===== src/rtl/theta_apply_if.sv =====
// theta_apply_if: parity, lane and output valid/ready channels of theta_apply.
interface theta_apply_if #(parameter int W = 64);
  logic           par_valid;
  logic           par_ready;
  logic [5*W-1:0] par_data;
  logic           lane_valid;
  logic           lane_ready;
  logic [W-1:0]   lane_data;
  logic           out_valid;
  logic           out_ready;
  logic [W-1:0]   out_data;
  logic           out_last;
  modport slave (
    input  par_valid, par_data, lane_valid, lane_data, out_ready,
    output par_ready, lane_ready, out_valid, out_data, out_last
  );
  modport master (
    output par_valid, par_data, lane_valid, lane_data, out_ready,
    input  par_ready, lane_ready, out_valid, out_data, out_last
  );
endinterface


===== src/rtl/theta_apply.sv =====
// theta_apply: latches C, derives D once, streams 25 lanes as A ^ D[x]; THETA_ERR_EN adds sticky err_o.
module theta_apply #(
  parameter int W = 64
) (
  input  logic          clk,
  input  logic          rst_n,
  theta_apply_if.slave  io,
`ifdef THETA_ERR_EN
  output logic          err_o,
`endif
  output logic          busy_o
);
  typedef enum logic [1:0] {IDLE, LOADD, STREAM} state_t;
  state_t       state_q, state_d;
  logic [W-1:0] c_q [5];
  logic [W-1:0] d_q [5];
  logic [W-1:0] d_d [5];
  logic [4:0]   in_idx_q, out_idx_q;
  logic [2:0]   x_q;
  logic         out_valid_q, out_last_q;
  logic [W-1:0] out_data_q;
  logic         par_ready, lane_ready, lane_hs, out_hs;
  always_comb begin
    state_d    = state_q;
    par_ready  = 1'b0;
    lane_ready = 1'b0;
    case (state_q)
      IDLE: begin
        par_ready = 1'b1;
        state_d   = io.par_valid ? LOADD : IDLE;
      end
      LOADD: state_d = STREAM;
      default: begin
        lane_ready = (in_idx_q < 5'd25) && (!out_valid_q || io.out_ready);
        state_d    = (out_valid_q && io.out_ready && out_last_q) ? IDLE : STREAM;
      end
    endcase
  end
  always_comb
    for (int x = 0; x < 5; x++)
      d_d[x] = c_q[(x+4)%5] ^ {c_q[(x+1)%5][W-2:0], c_q[(x+1)%5][W-1]};
  assign lane_hs       = io.lane_valid && lane_ready;
  assign out_hs        = out_valid_q && io.out_ready;
  assign io.par_ready  = par_ready;
  assign io.lane_ready = lane_ready;
  assign io.out_valid  = out_valid_q;
  assign io.out_data   = out_data_q;
  assign io.out_last   = out_last_q;
  assign busy_o        = state_q != IDLE;
  always_ff @(posedge clk or negedge rst_n) begin
    if (!rst_n) begin
      state_q     <= IDLE;
      for (int x = 0; x < 5; x++) begin
        c_q[x] <= '0;
        d_q[x] <= '0;
      end
      in_idx_q    <= '0;
      out_idx_q   <= '0;
      x_q         <= '0;
      out_valid_q <= 1'b0;
      out_last_q  <= 1'b0;
      out_data_q  <= '0;
    end else begin
      state_q <= state_d;
      if (state_q == IDLE && io.par_valid)
        for (int x = 0; x < 5; x++) c_q[x] <= io.par_data[x*W +: W];
      if (state_q == LOADD) begin
        d_q       <= d_d;
        in_idx_q  <= '0;
        out_idx_q <= '0;
        x_q       <= '0;
      end
      if (out_hs) begin
        out_idx_q <= out_idx_q + 5'd1;
        if (!lane_hs || out_last_q) out_valid_q <= 1'b0;
        if (out_last_q) out_last_q <= 1'b0;
      end
      // a lane arriving with an output handshake simply overwrites the register
      if (lane_hs) begin
        out_data_q  <= io.lane_data ^ d_q[x_q];
        out_valid_q <= 1'b1;
        out_last_q  <= in_idx_q == 5'd24;
        in_idx_q    <= in_idx_q + 5'd1;
        x_q         <= (x_q == 3'd4) ? 3'd0 : x_q + 3'd1;
      end
    end
  end
`ifdef THETA_ERR_EN
  logic err_q;
  always_ff @(posedge clk or negedge rst_n)
    if (!rst_n) err_q <= 1'b0;
    else if (io.lane_valid && (state_q != STREAM || in_idx_q == 5'd25)) err_q <= 1'b1;
  assign err_o = err_q;
`endif
endmodule


===== src/flat_wrapper.sv =====
// flat-port wrapper written by rule: the top's interface ports become plain ports
module theta_apply_flat 
#(
  parameter int W = 64
)
  (clk, rst_n, busy_o, io_par_valid, io_par_data, io_lane_valid, io_lane_data, io_out_ready, io_par_ready, io_lane_ready, io_out_valid, io_out_data, io_out_last);
  theta_apply_if #(.W(W)) io_i ();
  input  logic clk;
  input  logic rst_n;
  output logic busy_o;
  input wire logic [$bits(io_i.par_valid)-1:0] io_par_valid;
  input wire logic [$bits(io_i.par_data)-1:0] io_par_data;
  input wire logic [$bits(io_i.lane_valid)-1:0] io_lane_valid;
  input wire logic [$bits(io_i.lane_data)-1:0] io_lane_data;
  input wire logic [$bits(io_i.out_ready)-1:0] io_out_ready;
  output wire logic [$bits(io_i.par_ready)-1:0] io_par_ready;
  output wire logic [$bits(io_i.lane_ready)-1:0] io_lane_ready;
  output wire logic [$bits(io_i.out_valid)-1:0] io_out_valid;
  output wire logic [$bits(io_i.out_data)-1:0] io_out_data;
  output wire logic [$bits(io_i.out_last)-1:0] io_out_last;
  assign io_i.par_valid = io_par_valid;
  assign io_i.par_data = io_par_data;
  assign io_i.lane_valid = io_lane_valid;
  assign io_i.lane_data = io_lane_data;
  assign io_i.out_ready = io_out_ready;
  assign io_par_ready = io_i.par_ready;
  assign io_lane_ready = io_i.lane_ready;
  assign io_out_valid = io_i.out_valid;
  assign io_out_data = io_i.out_data;
  assign io_out_last = io_i.out_last;
  theta_apply #(.W(W)) u_core (.clk(clk), .rst_n(rst_n), .io(io_i), .busy_o(busy_o));
endmodule

===== config.mk =====
export PLATFORM = sky130hd
export DESIGN_NAME = theta_apply_flat
export DESIGN_NICKNAME = d
export VERILOG_FILES = /design/src/rtl/theta_apply_if.sv /design/src/rtl/theta_apply.sv /design/src/flat_wrapper.sv
export SDC_FILE = /design/constraint.sdc
export NUM_CORES = 1
export LEC_CHECK = 0
export ABC_AREA = 1
export CAP_MARGIN = 25
export CELL_PAD_IN_SITES_DETAIL_PLACEMENT = 1
export CELL_PAD_IN_SITES_GLOBAL_PLACEMENT = 1
export CORE_UTILIZATION = 40
export DETAILED_ROUTE_END_ITERATION = 16
export PLACE_DENSITY_LB_ADDON = 0.1
export SYNTH_ARGS = -nofsm -noshare
export SYNTH_HDL_FRONTEND = slang
export SYNTH_SLANG_ARGS = --single-unit
export TNS_END_PERCENT = 50

===== constraint.sdc =====
create_clock -name clk -period 3.3 [get_ports clk]
set_clock_uncertainty 0.15 [all_clocks]
set_input_delay 0.66 -clock clk [delete_from_list [all_inputs] [get_ports clk]]
set_output_delay 0.66 -clock clk [all_outputs]
set_load 0.03 [all_outputs]

==> metrics.yaml, run 1 <==
clock_tree:
  root_buffer: "clkbuf_16"
  clkSinkCount: 716
  htreeDepth: 3
  cts_max_path_buffers: 3
  cts_made_buffers: 81
  cts_tree: "done"
  clk_latency_ns: 0.64
  post_cts_resized: 0
  cts.clk_slew.worst_paths_ns: 0.06
pwr:
  pwr-share-seq_pct: 39.0
  power.density_nw_per_um2: 799
  p_switching_mw: 12.6
  clkPwrFrac_pct: 27.9
  p_leak_nw: 19.7
  ir_worst_vdd_mv: 0.509
  p_int_mw: 20.8
  p_sw_share_pct: 37.6
  p_comb_share_pct: 33.0
yosys:
  synth_area_um2: 33300
  syn_area_per_cell_um2: 8.17
  postSynthCellCount: 4082
  yosysSeqAreaShare_pct: 53.7
  synth.ff_latch_count: 716
  ys_warn_count: 0
  synth_nets: 4475
  ys_types: 22
setup_path:
  rr_worst_depth: 8
  cp.arrival_ns: 2.26
  critPathCaptureType: "output pin"
  worst_path_max_delay_cell: "clkdlybuf4s50_1"
  cp_max_fo: 3
  crit_required_ns: 2.49
  cp-startpoint: "u_core.in_idx_q[1]$_DFFE_PN0P_"
  r2r_slack_ns: 0.75
  r2r_end: "u_core.io.out_data[45]$_DFFE_PN0P_"
  r2r-start: "u_core.in_idx_q[3]$_DFFE_PN0P_"
  path_class: "register to output pin"
  endpoint: "io_lane_ready"
  critPathMaxStageDelay_ns: 0.65
  start_kind: "register"
  cp_cell_sequence: "inv_1 > nand3_1 > nand2_1 > nand2_1 > inv_1 > clkdlybuf4s50_1"
floorplanning:
  die_h_um: 291
  initial_core_util_pct: 40.5
  coreArea_um2: 82200
  row_count: 105
  io_pins: 458
  die_area_um2: 84500
  die_x_um: 291
placement:
  dp_hpwl_um: 71600
  placed_area_um2: 39000
  place_inst: 5443
  io_buffers: 457
  gp_congestion: 0.771
routing:
  wl_um: 108000
  via_count: 27900
  routedWlPerCell_um: 19.3
  vias_per_cell: 4.99
  drt_iter0_markers: 1768
  drtAntennaViolNets: 0
  dr_wl_met3_um: 4510
  drc_errors: 0
  first_pass_iters: 5
  routed.top_layer: "met4"
  wl_met1_um: 49000
  met2_length_um: 51300
timing:
  grt_setup_unrepaired: "false"
  fin_crit_sh_pct: 93.1
  setup_violations: 0
  slew_headroom_pct: 54.2
  post-route-min-period_ns: 3.07
  fin_setup_tns_ns: 0
  hold_viol_final: 0
  fin_hold_ws_ns: 0.330
  tightest_slew_ns: 0.687
  fmax_mhz: 326
  finalMaxSlewViolations: 0
layout:
  layout-drive-gt1-share_pct: 4.23
  post_layout_nonfiller_instances: 5589
  fin_area_um2: 41800
  multi_input_area_um2: 13500
  area_growth_pct: 25.3
  seq_area_um2: 17900
  layout.nets: 4851
  final.fill_count: 9677
grt:
  overflow: 0
  grt_pass1_wl_um: 172000
  grt.total_usage_pct: 26.1
  grt_max_degree: 139
  antenna_found_initial: 2
  grt_pass1_vias: 29500
status:
  outcome: "finished, final reports clean"
flow_run:
  cap_violations: 0
hold_path:
  hp-start: "u_core.d_q[272]$_DFFE_PN0P_"
  hp-class: "register to register"
cell usage in the layout, fill, tap and decap left out, drive strengths merged:
cell,instances
dfrtp,716
nand3,325
a41oi,1
nand2,1903
a21oi,1
clkinvlp,1
inv,240
clkbuf,119
nor2,2
dlygate4sd3,1
clkdlybuf4s50,456
o22ai,2
nand3b,18
diode,2
clkinv,15
bufinv,8
xnor2,322
buf,54
o21ai,327
xor2,2
ha,4
cell usage after synthesis, drive strengths merged:
cell type | instances | share of area [%]
a21oi | 1 | 0.026
a41oi | 1 | 0.026
buf | 141 | 2.2
clkbuf | 77 | 0.87
dfrtp | 716 | 54
ha | 4 | 0.15
inv | 241 | 2.7
nand2 | 1903 | 21
nand3 | 325 | 4.9
nand3b | 18 | 0.41
nor2 | 2 | 0.053
o21ai | 327 | 4.9
o22ai | 2 | 0.038
xnor2 | 322 | 8.5
xor2 | 2 | 0.053
worst min-delay path by stage:
| stage | to | slack [ns] | depth (start not counted) |
|---|---|---|---|
| after global placement | u_core.d_q[19]$_DFFE_PN0P_ | 0.32 | 2 |
| final | u_core.d_q[272]$_DFFE_PN0P_ | 0.33 | 2 |
| after detailed placement | u_core.io.out_data[34]$_DFFE_PN0P_ | 0.32 | 2 |
| after floorplan | u_core.c_q[0]$_DFFE_PN0P_ | 0.21 | 0 |
| after global routing | u_core.d_q[264]$_DFFE_PN0P_ | 0.35 | 2 |
| after CTS | u_core.d_q[150]$_DFFE_PN0P_ | 0.34 | 2 |
layer usage:
| layer | vias to the layer above | GRT usage, % |
|---|---|---|
| met1 | 13700 | 35.6 |
| met3 | 162 | 3.43 |
| li1 | 13400 | - |
| met2 | 585 | 42.9 |
| met5 | - | 0 |
| met4 | 0 | 8.30 |
cells by family after synthesis:
logic type               synth area share [%]
adder cells (fa/ha/maj)                 0.150
buffers and inverters                    5.81
AO/OA/AOI/OAI                            5.00
flip-flops                               53.7
AND/OR/NAND/NOR                          26.8
XOR/XNOR                                 8.51
state kept, by name, summed over array words and instances, names as in the netlist:
signal	cells
u_core.c_q	320
u_core.d_q	320
u_core.io.out_data	64
u_core.in_idx_q	5
u_core.x_q	3
u_core.state_q	2
u_core.io.out_last	1
u_core.io.out_valid	1
power groups by stage:
| stage | registers (mW) | logic (mW) | clock network, mW |
|---|---|---|---|
| after global routing | 13.3 | 12.2 | 9.83 |
| after detailed placement | 13.1 | 11.1 | 0 |
| after CTS | 13.0 | 11.2 | 9.55 |
| after global placement | 13.1 | 10.8 | 0 |
| after floorplan | 13.0 | 6.43 | 0 |
| final | 13.0 | 11.0 | 9.33 |
through the flow:
step	total power, mW	util (%)	setup WS, ns
CTS	33.8	50.7	0.212
global route	35.3	50.8	0.159
finish	33.4	50.8	0.229
global placement	23.9	47.4	0.261
detailed placement	24.2	47.4	0.253
floorplan	19.4	-	1.40
final cells by class:
cell class / instances / area share, %
inverter: 241 / 2.20
clock buffer: 119 / 5.63
multi-input combinational: 2907 / 32.3
timing repair buffer: 511 / 12.8
sequential: 716 / 42.9
antenna: 2 / 0.0120
clock inverter: 23 / 0.878
tap: 1070 / 3.21
repair_timing:
action,4_1_cts,5_1_grt
hold endpoints to repair,19,0
hold buffers,1,0
setup buffers,0,0
worst max-delay path, delay by kind of cell, from the launching register on:
kind | cells | cell delay (ns)
flops | 1 | 0.40
simple gates | 3 | 0.42
buf+inv | 3 | 0.81
Note: power is estimated with default switching activity, not from simulation.
==> run 2: changes to the inputs <==
--- a/config.mk
+++ b/config.mk
@@ -10,7 +10,10 @@
 export CELL_PAD_IN_SITES_DETAIL_PLACEMENT = 1
 export CELL_PAD_IN_SITES_GLOBAL_PLACEMENT = 1
 export CORE_UTILIZATION = 40
+export CTS_BUF_LIST = sky130_fd_sc_hd__clkbuf_8
+export CTS_CLUSTER_DIAMETER = 200
 export DETAILED_ROUTE_END_ITERATION = 16
+export HOLD_SLACK_MARGIN = 0.05
 export PLACE_DENSITY_LB_ADDON = 0.1
 export SYNTH_ARGS = -nofsm -noshare
 export SYNTH_HDL_FRONTEND = slang
==> run 2 against run 1 <==
Effect of this change:
- combinational power about the same
- largest cell class unchanged
- sequential power about the same
- via count up 0.90%
- clock-buffer cell count is 48 higher
- routed wire length is 0.24% higher
- critical endpoint is now io_par_ready
- critical path depth is 4 lower
==> metrics.yaml, run 2 (synthesized netlist as in run 1, its figures left out) <==
status:
  outcome: "finished, final reports clean"
clock_tree:
  cts.clk_slew.worst_paths_ns: 0.06
  clk_latency_ns: 0.79
  cts_max_path_buffers: 3
  clkSinkCount: 716
  root_buffer: "clkbuf_8"
  cts_tree: "done"
  cts_made_buffers: 134
  htreeDepth: 4
routing:
  drc_errors: 0
  via_count: 28100
  drtAntennaViolNets: 0
  wl_um: 108000
  vias_per_cell: 4.95
  routedWlPerCell_um: 19.0
  drt_iter0_markers: 1890
  first_pass_iters: 7
setup_path:
  rr_worst_depth: 8
  r2r_end: "u_core.io.out_data[45]$_DFFE_PN0P_"
  r2r-start: "u_core.in_idx_q[3]$_DFFE_PN0P_"
  path_class: "register to output pin"
  crit_required_ns: 2.49
  start_kind: "register"
  cp_max_fo: 4
  critPathCaptureType: "output pin"
  cp.arrival_ns: 2.13
  r2r_slack_ns: 0.73
timing:
  fmax_mhz: 340
  setup_violations: 0
  fin_setup_tns_ns: 0
  tightest_slew_ns: 0.703
  grt_setup_unrepaired: "false"
  fin_hold_ws_ns: 0.262
  finalMaxSlewViolations: 0
  fin_crit_sh_pct: 89.2
  post-route-min-period_ns: 2.94
  slew_headroom_pct: 53.2
  hold_viol_final: 0
floorplanning:
  initial_core_util_pct: 40.5
  io_pins: 458
  die_h_um: 291
  row_count: 105
  die_area_um2: 84500
  coreArea_um2: 82200
  die_x_um: 291
grt:
  grt_pass1_vias: 29700
  grt_max_degree: 139
  antenna_found_initial: 2
  grt_pass1_wl_um: 173000
  grt.total_usage_pct: 26.2
  overflow: 0
placement:
  io_buffers: 457
  gp_congestion: 0.771
  dp_hpwl_um: 71600
hold_path:
  hp-class: "input port to asynchronous set/reset pin"
pwr:
  ir_worst_vdd_mv: 0.445
  power.density_nw_per_um2: 785
  p_leak_nw: 19.9
layout:
  final.fill_count: 9774
  layout.nets: 4904
  area_growth_pct: 25.3
  layout-drive-gt1-share_pct: 5.72
  layout_common_cells: "nand2_1, dfrtp_1, clkdlybuf4s50_1"
  final_common_cell: "nand2_1"
flow_run:
  cap_violations: 0
## run 2: changes by cell type in the layout (fill, tap and decap cells not counted), sizes merged, moves of 3 or more
cell    delta
inv       +51
clkinv     +3
clkbuf    +48
bufinv     -7
## run 2: area by class of cell
cell class / count / area, µm² / share of cell area, %
Clock inverter: 70 / 427 / 1.02
Tap cell: 1070 / 1340 / 3.20
Sequential cell: 716 / 17900 / 42.9
Clock buffer: 167 / 2300 / 5.50
Inverter: 241 / 920 / 2.20
Multi-Input combinational cell: 2907 / 13500 / 32.3
Antenna cell: 1 / 2.50 / 0.00599
Timing Repair Buffer: 511 / 5360 / 12.8
## run 2: what timing repair did
item,4_1_cts,5_1_grt
hold endpoints to repair,151,0
setup endpoints to repair,0,1
gates resized for setup,0,1
setup buffers,0,0
hold buffers,1,0
## run 2: layer usage
layer  vias up  track usage (%)  share of wire [%]
met5         -                0             0.0083
met4         2             9.02                2.8
met3       180             4.21                4.2
met2       614             42.4                 47
met1     13800             35.6                 46
li1      13500                -                  -
## run 2: power breakdown
| group | total, mW | internal (mW) | switching [mW] |
|---|---|---|---|
| Combinational | 11.0 | 4.67 | 6.34 |
| Sequential | 13.0 | 10.6 | 2.45 |
| Clock | 8.74 | 4.69 | 4.05 |
| Total | 32.8 | 20.0 | 12.8 |
## run 2: worst max-delay path by stage
stage | endpoint | startpoint | slack, ns
global route | io_par_ready | u_core.state_q[1]$_DFF_PN0_ | 0.24
floorplan | io_lane_ready | io_out_ready | 1.40
detailed placement | io_lane_ready | io_out_ready | 0.25
CTS | io_lane_ready | u_core.in_idx_q[1]$_DFFE_PN0P_ | 0.05
global placement | io_lane_ready | io_out_ready | 0.26
finish | io_par_ready | u_core.state_q[1]$_DFF_PN0_ | 0.36
## run 2: stage by stage
stage	instances	utilization (%)	worst slack (ns)	instance area, µm²	power [mW]
floorplan	4082	-	1.40	33300	19.4
global placement	5442	47.4	0.261	39000	23.9
detailed placement	5443	47.4	0.253	39000	24.2
CTS	5681	50.8	0.0472	41700	33.2
global route	5683	50.8	0.235	41800	34.8
finish	5683	50.8	0.357	41800	32.8
## run 2: critical path, stage by stage (launching register included)
cell and delay [ns]:
dfrtp_1 0.41, nor2_2 0.24, clkdlybuf4s50_1 0.71
==> run 3: changes to the inputs <==
--- a/config.mk
+++ b/config.mk
@@ -15,6 +15,7 @@
 export DETAILED_ROUTE_END_ITERATION = 16
 export HOLD_SLACK_MARGIN = 0.05
 export PLACE_DENSITY_LB_ADDON = 0.1
+export SKIP_LAST_GASP = 1
 export SYNTH_ARGS = -nofsm -noshare
 export SYNTH_HDL_FRONTEND = slang
 export SYNTH_SLANG_ARGS = --single-unit
==> results of run 3 <==
No change in the layout: final DEF, timing and power equal those of run 2.
